--- src/rtl/fifo_write_feeder_if.sv ---
// Producer stream and FIFO write-port signals seen by the write feeder.
interface fifo_write_feeder_if #(
    parameter int DATA_WIDTH = 8
);
    logic                  in_valid;
    logic [DATA_WIDTH-1:0] in_data;
    logic                  in_ready;
    logic [DATA_WIDTH-1:0] data_in;
    logic                  wr_en;
    logic                  full;

    // master is the feeder; slave is the producer plus FIFO side
    modport master (
        input  in_valid, in_data, full,
        output in_ready, data_in, wr_en
    );
    modport slave (
        output in_valid, in_data, full,
        input  in_ready, data_in, wr_en
    );
endinterface

--- src/rtl/fifo_write_feeder.sv ---
// Two-entry skid buffer between a valid/ready producer and an async FIFO write port,
// with a wrapping write counter and a saturating full-stall counter.
module fifo_write_feeder #(
    parameter int DATA_WIDTH = 8,
    parameter int CNT_WIDTH  = 16
) (
    input  logic                 clk,
    input  logic                 rst,
    fifo_write_feeder_if.master  bus,
    input  logic                 cnt_clr,
    output logic [CNT_WIDTH-1:0] wr_count,
    output logic [CNT_WIDTH-1:0] stall_count
);
    typedef enum logic [1:0] {
        EMPTY = 2'd0,
        ONE   = 2'd1,
        TWO   = 2'd2
    } occ_e;

    occ_e                  occ_q;
    logic [DATA_WIDTH-1:0] head_q;
    logic [DATA_WIDTH-1:0] tail_q;
    logic [CNT_WIDTH-1:0]  wr_count_q;
    logic [CNT_WIDTH-1:0]  stall_count_q;
    logic                  push;
    logic                  pop;
    logic                  stall;

    // in_ready looks only at registered occupancy, so full never reaches the producer combinationally
    assign bus.in_ready = (occ_q != TWO) && !rst;
    assign bus.wr_en    = (occ_q != EMPTY) && !bus.full && !rst;
    assign bus.data_in  = head_q;
    assign push         = bus.in_valid && bus.in_ready;
    assign pop          = bus.wr_en;
    assign stall        = (occ_q != EMPTY) && bus.full;

    assign wr_count     = wr_count_q;
    assign stall_count  = stall_count_q;

    always_ff @(posedge clk) begin
        if (rst) begin
            occ_q         <= EMPTY;
            head_q        <= '0;
            tail_q        <= '0;
            wr_count_q    <= '0;
            stall_count_q <= '0;
        end else begin
            unique case (occ_q)
                EMPTY: begin
                    if (push) begin
                        head_q <= bus.in_data;
                        occ_q  <= ONE;
                    end
                end
                ONE: begin
                    if (push && pop) begin
                        head_q <= bus.in_data;
                    end else if (push) begin
                        tail_q <= bus.in_data;
                        occ_q  <= TWO;
                    end else if (pop) begin
                        occ_q  <= EMPTY;
                    end
                end
                TWO: begin
                    if (pop) begin
                        head_q <= tail_q;
                        occ_q  <= ONE;
                    end
                end
                default: occ_q <= EMPTY;
            endcase

            // a clear request outranks any increment in the same cycle
            if (cnt_clr) begin
                wr_count_q    <= '0;
                stall_count_q <= '0;
            end else begin
                if (pop) begin
                    wr_count_q <= wr_count_q + 1'b1;
                end
                if (stall && (stall_count_q != '1)) begin
                    stall_count_q <= stall_count_q + 1'b1;
                end
            end
        end
    end
endmodule

--- src/flat_wrapper.sv ---
// flat-port wrapper written by rule: the top's interface ports become plain ports
module fifo_write_feeder_flat 
#(
    parameter int DATA_WIDTH = 8,
    parameter int CNT_WIDTH  = 16
)
  (clk, rst, cnt_clr, wr_count, stall_count, bus_in_valid, bus_in_data, bus_full, bus_in_ready, bus_data_in, bus_wr_en);
  fifo_write_feeder_if #(.DATA_WIDTH(DATA_WIDTH)) bus_i ();
  input  logic clk;
  input  logic rst;
  input  logic cnt_clr;
  output logic [CNT_WIDTH-1:0] wr_count;
  output logic [CNT_WIDTH-1:0] stall_count;
  input wire logic [$bits(bus_i.in_valid)-1:0] bus_in_valid;
  input wire logic [$bits(bus_i.in_data)-1:0] bus_in_data;
  input wire logic [$bits(bus_i.full)-1:0] bus_full;
  output wire logic [$bits(bus_i.in_ready)-1:0] bus_in_ready;
  output wire logic [$bits(bus_i.data_in)-1:0] bus_data_in;
  output wire logic [$bits(bus_i.wr_en)-1:0] bus_wr_en;
  assign bus_i.in_valid = bus_in_valid;
  assign bus_i.in_data = bus_in_data;
  assign bus_i.full = bus_full;
  assign bus_in_ready = bus_i.in_ready;
  assign bus_data_in = bus_i.data_in;
  assign bus_wr_en = bus_i.wr_en;
  fifo_write_feeder #(.DATA_WIDTH(DATA_WIDTH), .CNT_WIDTH(CNT_WIDTH)) u_core (.clk(clk), .rst(rst), .bus(bus_i), .cnt_clr(cnt_clr), .wr_count(wr_count), .stall_count(stall_count));
endmodule
--- config.mk ---
export PLATFORM = sky130hd
export DESIGN_NAME = fifo_write_feeder_flat
export DESIGN_NICKNAME = d
export VERILOG_FILES = /design/src/rtl/fifo_write_feeder_if.sv /design/src/rtl/fifo_write_feeder.sv /design/src/flat_wrapper.sv
export SDC_FILE = /design/constraint.sdc
export NUM_CORES = 1
export LEC_CHECK = 0
export ABC_CLOCK_PERIOD_IN_PS = 2340
export BUFFER_PORTS_ARGS = -buffer_cell sky130_fd_sc_hd__buf_2
export CAP_MARGIN = 20
export CORE_MARGIN = 2
export CORE_UTILIZATION = 53
export DETAILED_ROUTE_END_ITERATION = 6
export PLACE_DENSITY = 0.78
export SLEW_MARGIN = 20
export SYNTH_ARGS = -nofsm -noshare
export SYNTH_HDL_FRONTEND = slang
export SYNTH_SLANG_ARGS = --single-unit
--- constraint.sdc ---
create_clock -name clk -period 2.34 [get_ports clk]
set_input_delay 0.117 -clock clk [delete_from_list [all_inputs] [get_ports clk]]
set_output_delay 0.117 -clock clk [all_outputs]
set_load 0.1 [all_outputs]
==> impl_metrics.py, run 1 <==
metrics = {
    "drt": {
        "vias": 2293,
        "drt_iter0_drc": 211,
        "dr.pass1.iters": 4,
        "drc": 0,
        "routed_wl_um": 5507,
        "postRouteAntennaNets": 0,
        "wire_per_inst_um": 14.23,
        "vias_per_cell": 5.925,
    },
    "power_and_ir_drop": {
        "vdd_drop_max_v": 0.0004711,
        "p_per_area_nw_per_um2": 598.6,
        "power_w": 0.001705,
        "power_leakage_nw": 1.033,
    },
    "critical_path": {
        "critical_path_class": "reg2out",
        "crit_fanout": 10,
        "cp-start-kind": "register",
        "r2r_cells": 4,
        "reg2reg_from": "u_core.occ_q[0]",
        "worstPathRequired_ns": 2.22,
        "path_cells": "nand2b_1, nor2b_1, buf_2",
        "r2r_end": "u_core.wr_count[15]",
        "reg2reg_setup_slack_ns": 0.57,
        "critPathMaxStageDelay_ns": 0.43,
        "cp.arrival_ns": 1.76,
        "critPathSlowestCell": "dfxtp_1",
        "end_kind": "primary output",
    },
    "die": {
        "io_pins": 55,
        "rows": 24,
        "start_util_pct": 55.57,
        "core_um2": 4384,
        "die_x_um": 71.80,
        "fp.dieH_um": 71.80,
        "fp.dieArea_um2": 5155,
    },
    "timing": {
        "worst_slew_margin_rel_pct": 63.95,
        "period_needed_ns": 1.879,
        "fmax_mhz": 532.2,
        "tightest_slew_ns": 0.5408,
        "drv_slew": 0,
        "skew_ns": 0.004240,
        "fin_crit_sh_pct": 80.30,
        "setup_viol": 0,
        "hold_violations": 0,
        "timing.setup.tns_ns": 0,
        "fin_hold_ws_ns": 0.05898,
        "rsz0062_at_grt": "false",
    },
    "synth": {
        "seq_area_frac_synth_pct": 41.09,
        "syn_avg_cell_area_um2": 8.518,
        "async_flop_share_pct": 0,
        "synth-seq-cells": 50,
        "syn_inst": 286,
        "synth.cell_area_um2": 2436,
        "syn-num-nets": 301,
        "ys_types": 40,
        "ys.flop_type": "dfxtp_1",
        "synth_warnings": 0,
        "synth_edf_count": 0,
    },
    "min_path": {
        "holdPathStages": 3,
        "hold_end": "u_core.tail_q[7]",
        "hold_class": "in2reg",
        "min-delay-start": "bus_in_data[7]",
    },
    "placed_design": {
        "dp.cells": 379,
        "place.gp.congestion": 0.8239,
        "place_area_um2": 2739,
        "dp_hpwl_um": 3885,
        "io_buffers": 54,
    },
    "cts": {
        "cts_num_sinks": 50,
        "insertion_delay_ns": 0.30,
        "cts_max_level": 2,
        "cts-resized-gates": 0,
        "cts_tree": "built",
        "cts_setup_buffers": 0,
        "cts_hold_buf": 0,
        "clockBufferDepth": 2,
        "cts_root_buffer": "clkbuf_8",
        "path_clk_slew_ns": 0.09,
        "cts_made_buffers": 5,
    },
    "cells_and_area": {
        "final_area_um2": 2849,
        "layout-drive-gt1-share_pct": 28.96,
        "final_common_cell": "buf_2",
        "final_cell_mix": "buf_2, dfxtp_1, nand2_1",
        "fin_cells": 387,
        "fin_nets": 349,
        "diodes": 0,
        "area_growth_pct": 16.95,
    },
    "status": {
        "status": "completed",
    },
    "global_route": {
        "antenna_found_initial": 0,
        "grt_overflow": 0,
        "grt_pass1_wl_um": 9045,
        "first_global_vias": 2059,
        "grt.total_usage_pct": 21.77,
        "grt_max_degree": 35,
    },
    "job": {
        "drv_cap": 0,
    },
}
-- state kept, by name, indices dropped and copies added, names as in the netlist --
| name | count |
|---|---|
| u_core.occ_q | 2 |
| u_core.bus.data_in | 8 |
| u_core.wr_count | 16 |
| u_core.stall_count | 16 |
| u_core.tail_q | 8 |
-- final cells by class --
type | count | area [um2]
fill | 378 | 1535
multi-input combinational | 207 | 1309
timing repair buffer | 57 | 292.8
tap | 52 | 65.06
sequential | 50 | 1023
clock buffer | 8 | 110.1
inverter | 13 | 48.80
-- worst max-delay path by stage --
stage,from,endpoint,depth (start not counted)
after global placement,u_core.occ_q[1],u_core.wr_count[15],4
after global routing,u_core.occ_q[0],bus_in_ready,3
after CTS,u_core.occ_q[0],bus_in_ready,3
after floorplan,u_core.occ_q[0],bus_in_ready,3
final,u_core.occ_q[0],bus_in_ready,3
after detailed placement,u_core.occ_q[1],u_core.wr_count[15],4
-- Yosys cell counts, drive strengths merged, types with 2 or more instances --
| master | n | area share, % |
|---|---|---|
| a211oi | 17 | 5.2 |
| nand3 | 12 | 2.5 |
| a21oi | 26 | 5.3 |
| o31ai | 4 | 1.2 |
| o21ai | 18 | 3.7 |
| or4 | 4 | 1.2 |
| dfxtp | 50 | 41 |
| a21o | 3 | 0.92 |
| nand3b | 2 | 0.62 |
| and4 | 4 | 1.4 |
| nand2b | 5 | 1.3 |
| or2 | 4 | 1.0 |
| nor2 | 13 | 2.0 |
| nor4 | 6 | 1.8 |
| mux2 | 8 | 3.7 |
| o41ai | 7 | 2.8 |
| ha | 2 | 1.0 |
| and3 | 2 | 0.51 |
| clkbuf | 10 | 1.5 |
| nand4 | 6 | 1.5 |
| inv | 13 | 2.0 |
| mux2i | 2 | 0.82 |
| xnor2 | 7 | 2.5 |
| or3 | 15 | 3.9 |
| o311ai | 5 | 1.8 |
| buf | 6 | 1.6 |
| nand2 | 28 | 4.3 |
-- metrics by stage --
stage | worst slack [ns] | util (%)
3_3_place_gp | 0.6445 | 62.47
4_1_cts | 0.4803 | 64.98
2_1_floorplan | 0.02414 | -
3_5_place_dp | 0.5959 | 62.47
6_report | 0.4611 | 64.98
5_1_grt | 0.3800 | 64.98
-- layer usage --
metal | vias up | wire [um] | GRT usage [%]
li1 | 1158 | - | -
met1 | 1065 | 2561 | 28.70
met2 | 62 | 2573 | 35.08
met3 | 8 | 309 | 4.079
met4 | 0 | 63 | 9.015
met5 | - | 0 | 0
-- logic make-up after synthesis --
| group | Yosys count | synth area share [%] |
|---|---|---|
| adder cells (fa/ha/maj) | 2 | 1.027 |
| buffers and inverters | 29 | 5.188 |
| multiplexers | 10 | 4.520 |
| AND/OR/NAND/NOR | 104 | 23.11 |
| flip-flops | 50 | 41.09 |
| AO/OA/AOI/OAI | 83 | 22.19 |
| XOR/XNOR | 8 | 2.876 |
-- power by group --
group	leakage (nW)	internal, W	switching [W]
sequential	0.414	0.000867	0.0000111
clock	0.0575	0.000299	0.000283
combinational	0.562	0.0000558	0.000189
total	1.03	0.00122	0.000483
-- critical path, delay by kind of cell (launching register included) --
| family | cells | cell delay (ns) |
|---|---|---|
| AND/OR/NAND/NOR | 2 | 0.59 |
| flip-flops | 1 | 0.43 |
| buffers and inverters | 1 | 0.43 |
(Power assumes the default switching activity.)
==> run 2, diff against run 1 <==
--- a/config.mk
+++ b/config.mk
@@ -5,13 +5,13 @@
 export SDC_FILE = /design/constraint.sdc
 export NUM_CORES = 1
 export LEC_CHECK = 0
-export ABC_CLOCK_PERIOD_IN_PS = 2340
+export ABC_CLOCK_PERIOD_IN_PS = 1700
 export BUFFER_PORTS_ARGS = -buffer_cell sky130_fd_sc_hd__buf_2
 export CAP_MARGIN = 20
 export CORE_MARGIN = 2
-export CORE_UTILIZATION = 53
+export CORE_UTILIZATION = 48
 export DETAILED_ROUTE_END_ITERATION = 6
-export PLACE_DENSITY = 0.78
+export PLACE_DENSITY = 0.75
 export SLEW_MARGIN = 20
 export SYNTH_ARGS = -nofsm -noshare
 export SYNTH_HDL_FRONTEND = slang
==> constraint.sdc (replaced) <==
create_clock -name clk -period 1.7 [get_ports clk]
set_input_delay 0.085 -clock clk [delete_from_list [all_inputs] [get_ports clk]]
set_output_delay 0.085 -clock clk [all_outputs]
set_load 0.1 [all_outputs]
==> impl_metrics.py, run 2 (synthesized netlist as in run 1, its figures left out) <==
metrics = {
    "status": {
        "status": "completed",
    },
    "timing": {
        "timing.setup.tns_ns": 0,
        "fin_crit_sh_pct": 98.27,
        "rsz0062_at_grt": "true",
        "fmax_mhz": 598.6,
        "worst_slew_margin_rel_pct": 66.95,
        "tightest_slew_ns": 0.4993,
        "setup_viol": 0,
        "fin_hold_ws_ns": 0.02141,
        "skew_ns": 0.006061,
        "drv_slew": 0,
        "period_needed_ns": 1.671,
        "hold_violations": 0,
    },
    "drt": {
        "postRouteAntennaNets": 0,
        "drc": 0,
        "dr.pass1.iters": 4,
        "wire_per_inst_um": 14.18,
        "drt_iter0_drc": 90,
        "vias": 2392,
        "vias_per_cell": 5.695,
        "routed_wl_um": 5957,
    },
    "critical_path": {
        "cp.arrival_ns": 1.90,
        "reg2reg_setup_slack_ns": 0.03,
        "cp-start-kind": "register",
        "r2r_cells": 6,
        "r2r_end": "u_core.stall_count[15]",
        "reg2reg_from": "u_core.stall_count[0]",
        "crit_fanout": 5,
        "critical_path_class": "reg2reg",
        "end_kind": "register",
        "worstPathRequired_ns": 1.93,
    },
    "placed_design": {
        "dp_hpwl_um": 4268,
        "io_buffers": 54,
        "place.gp.congestion": 0.8062,
    },
    "global_route": {
        "grt_max_degree": 35,
        "grt_pass1_wl_um": 9494,
        "grt_overflow": 0,
        "antenna_found_initial": 0,
        "grt.total_usage_pct": 21.65,
        "first_global_vias": 2081,
    },
    "job": {
        "drv_cap": 0,
    },
    "cells_and_area": {
        "diodes": 0,
        "final_cell_mix": "buf_2, nand2_1, a21oi_1",
        "layout-drive-gt1-share_pct": 41.64,
        "area_growth_pct": 32.10,
        "fin_nets": 367,
        "final_common_cell": "buf_2",
    },
    "power_and_ir_drop": {
        "switching_power_w": 0.0006771,
        "combinationalPowerShare_pct": 16.2,
        "p_int_w": 0.001652,
        "power_leakage_nw": 1.175,
        "clockPowerShare_pct": 33.1,
        "seqPwrFrac_pct": 50.7,
        "p_per_area_nw_per_um2": 723.8,
        "switching_share_pct": 29.07,
        "vdd_drop_max_v": 0.0004609,
    },
    "cts": {
        "cts_tree": "built",
        "cts_root_buffer": "clkbuf_8",
        "cts_made_buffers": 5,
        "path_clk_slew_ns": 0.09,
        "insertion_delay_ns": 0.30,
        "clockBufferDepth": 2,
        "cts_num_sinks": 50,
        "cts_max_level": 2,
    },
    "min_path": {
        "min-delay-start": "bus_in_data[0]",
        "holdPathStages": 3,
        "hold_end": "u_core.tail_q[0]",
        "hold_class": "in2reg",
    },
    "die": {
        "fp.dieH_um": 75.24,
        "rows": 25,
        "die_x_um": 75.24,
        "start_util_pct": 50.57,
        "fp.dieArea_um2": 5661,
        "io_pins": 55,
        "core_um2": 4817,
    },
}
run 2: worst max path at each step:
stage	from	end	slack [ns]	cells past startpoint
3_3_place_gp	u_core.stall_count[9]	u_core.stall_count[13]	0.09	5
5_1_grt	u_core.stall_count[0]	u_core.stall_count[15]	-0.03	6
4_1_cts	u_core.occ_q[0]	u_core.stall_count[15]	0.02	4
2_1_floorplan	u_core.wr_count[0]	u_core.wr_count[10]	-0.12	6
6_report	u_core.stall_count[0]	u_core.stall_count[15]	0.03	6
3_5_place_dp	u_core.stall_count[1]	u_core.stall_count[4]	0.08	6
run 2: layout make-up:
class / count / area [um2]
fillers: 422 / 1599
flip-flops and latches: 50 / 1089
multi-input cells: 207 / 1438
clock buffers: 8 / 101.3
inverters: 13 / 48.80
repair buffers: 75 / 457.9
well taps: 67 / 83.83
run 2: power by group through the flow:
stage	Clock, W	Sequential (W)	Combinational (W)
floorplan	0	0.00134	0.000152
global placement	0	0.00121	0.000366
detailed placement	0	0.00121	0.000369
CTS	0.000784	0.00118	0.000372
global route	0.000832	0.00118	0.000402
finish	0.000770	0.00118	0.000379
run 2: repair_timing:
item                       CTS  global route
hold buffers                 0             0
gates resized for setup      0            18
buffers inserted             0             3
setup endpoints to repair    0            17
run 2: per-stage QoR:
step	utilization [%]	total power, W	setup slack [ns]	cells	instance area [um2]
floorplan	-	0.001489	-0.1194	286	2604
global placement	62.86	0.001572	0.09485	409	3028
detailed placement	62.86	0.001577	0.07698	409	3028
CTS	64.96	0.002337	0.02061	417	3129
global route	66.81	0.002418	-0.02976	420	3218
finish	66.81	0.002329	0.02936	420	3218
run 2: metal layers:
layer | track usage, % | up-vias | wire [um]
met5 | 0 | - | 0
met1 | 28.19 | 1129 | 2683
li1 | - | 1198 | -
met4 | 6.238 | 0 | 64
met2 | 35.96 | 57 | 2922
met3 | 5.087 | 8 | 286
run 2: worst max-delay path: stages (launching register included):
cell and delay [ns]:
dfxtp_4 0.37, ha_4 0.16, nand4_1 0.14, o41ai_4 0.12, buf_4 0.17, or4_4 0.51
a21oi_2 0.13
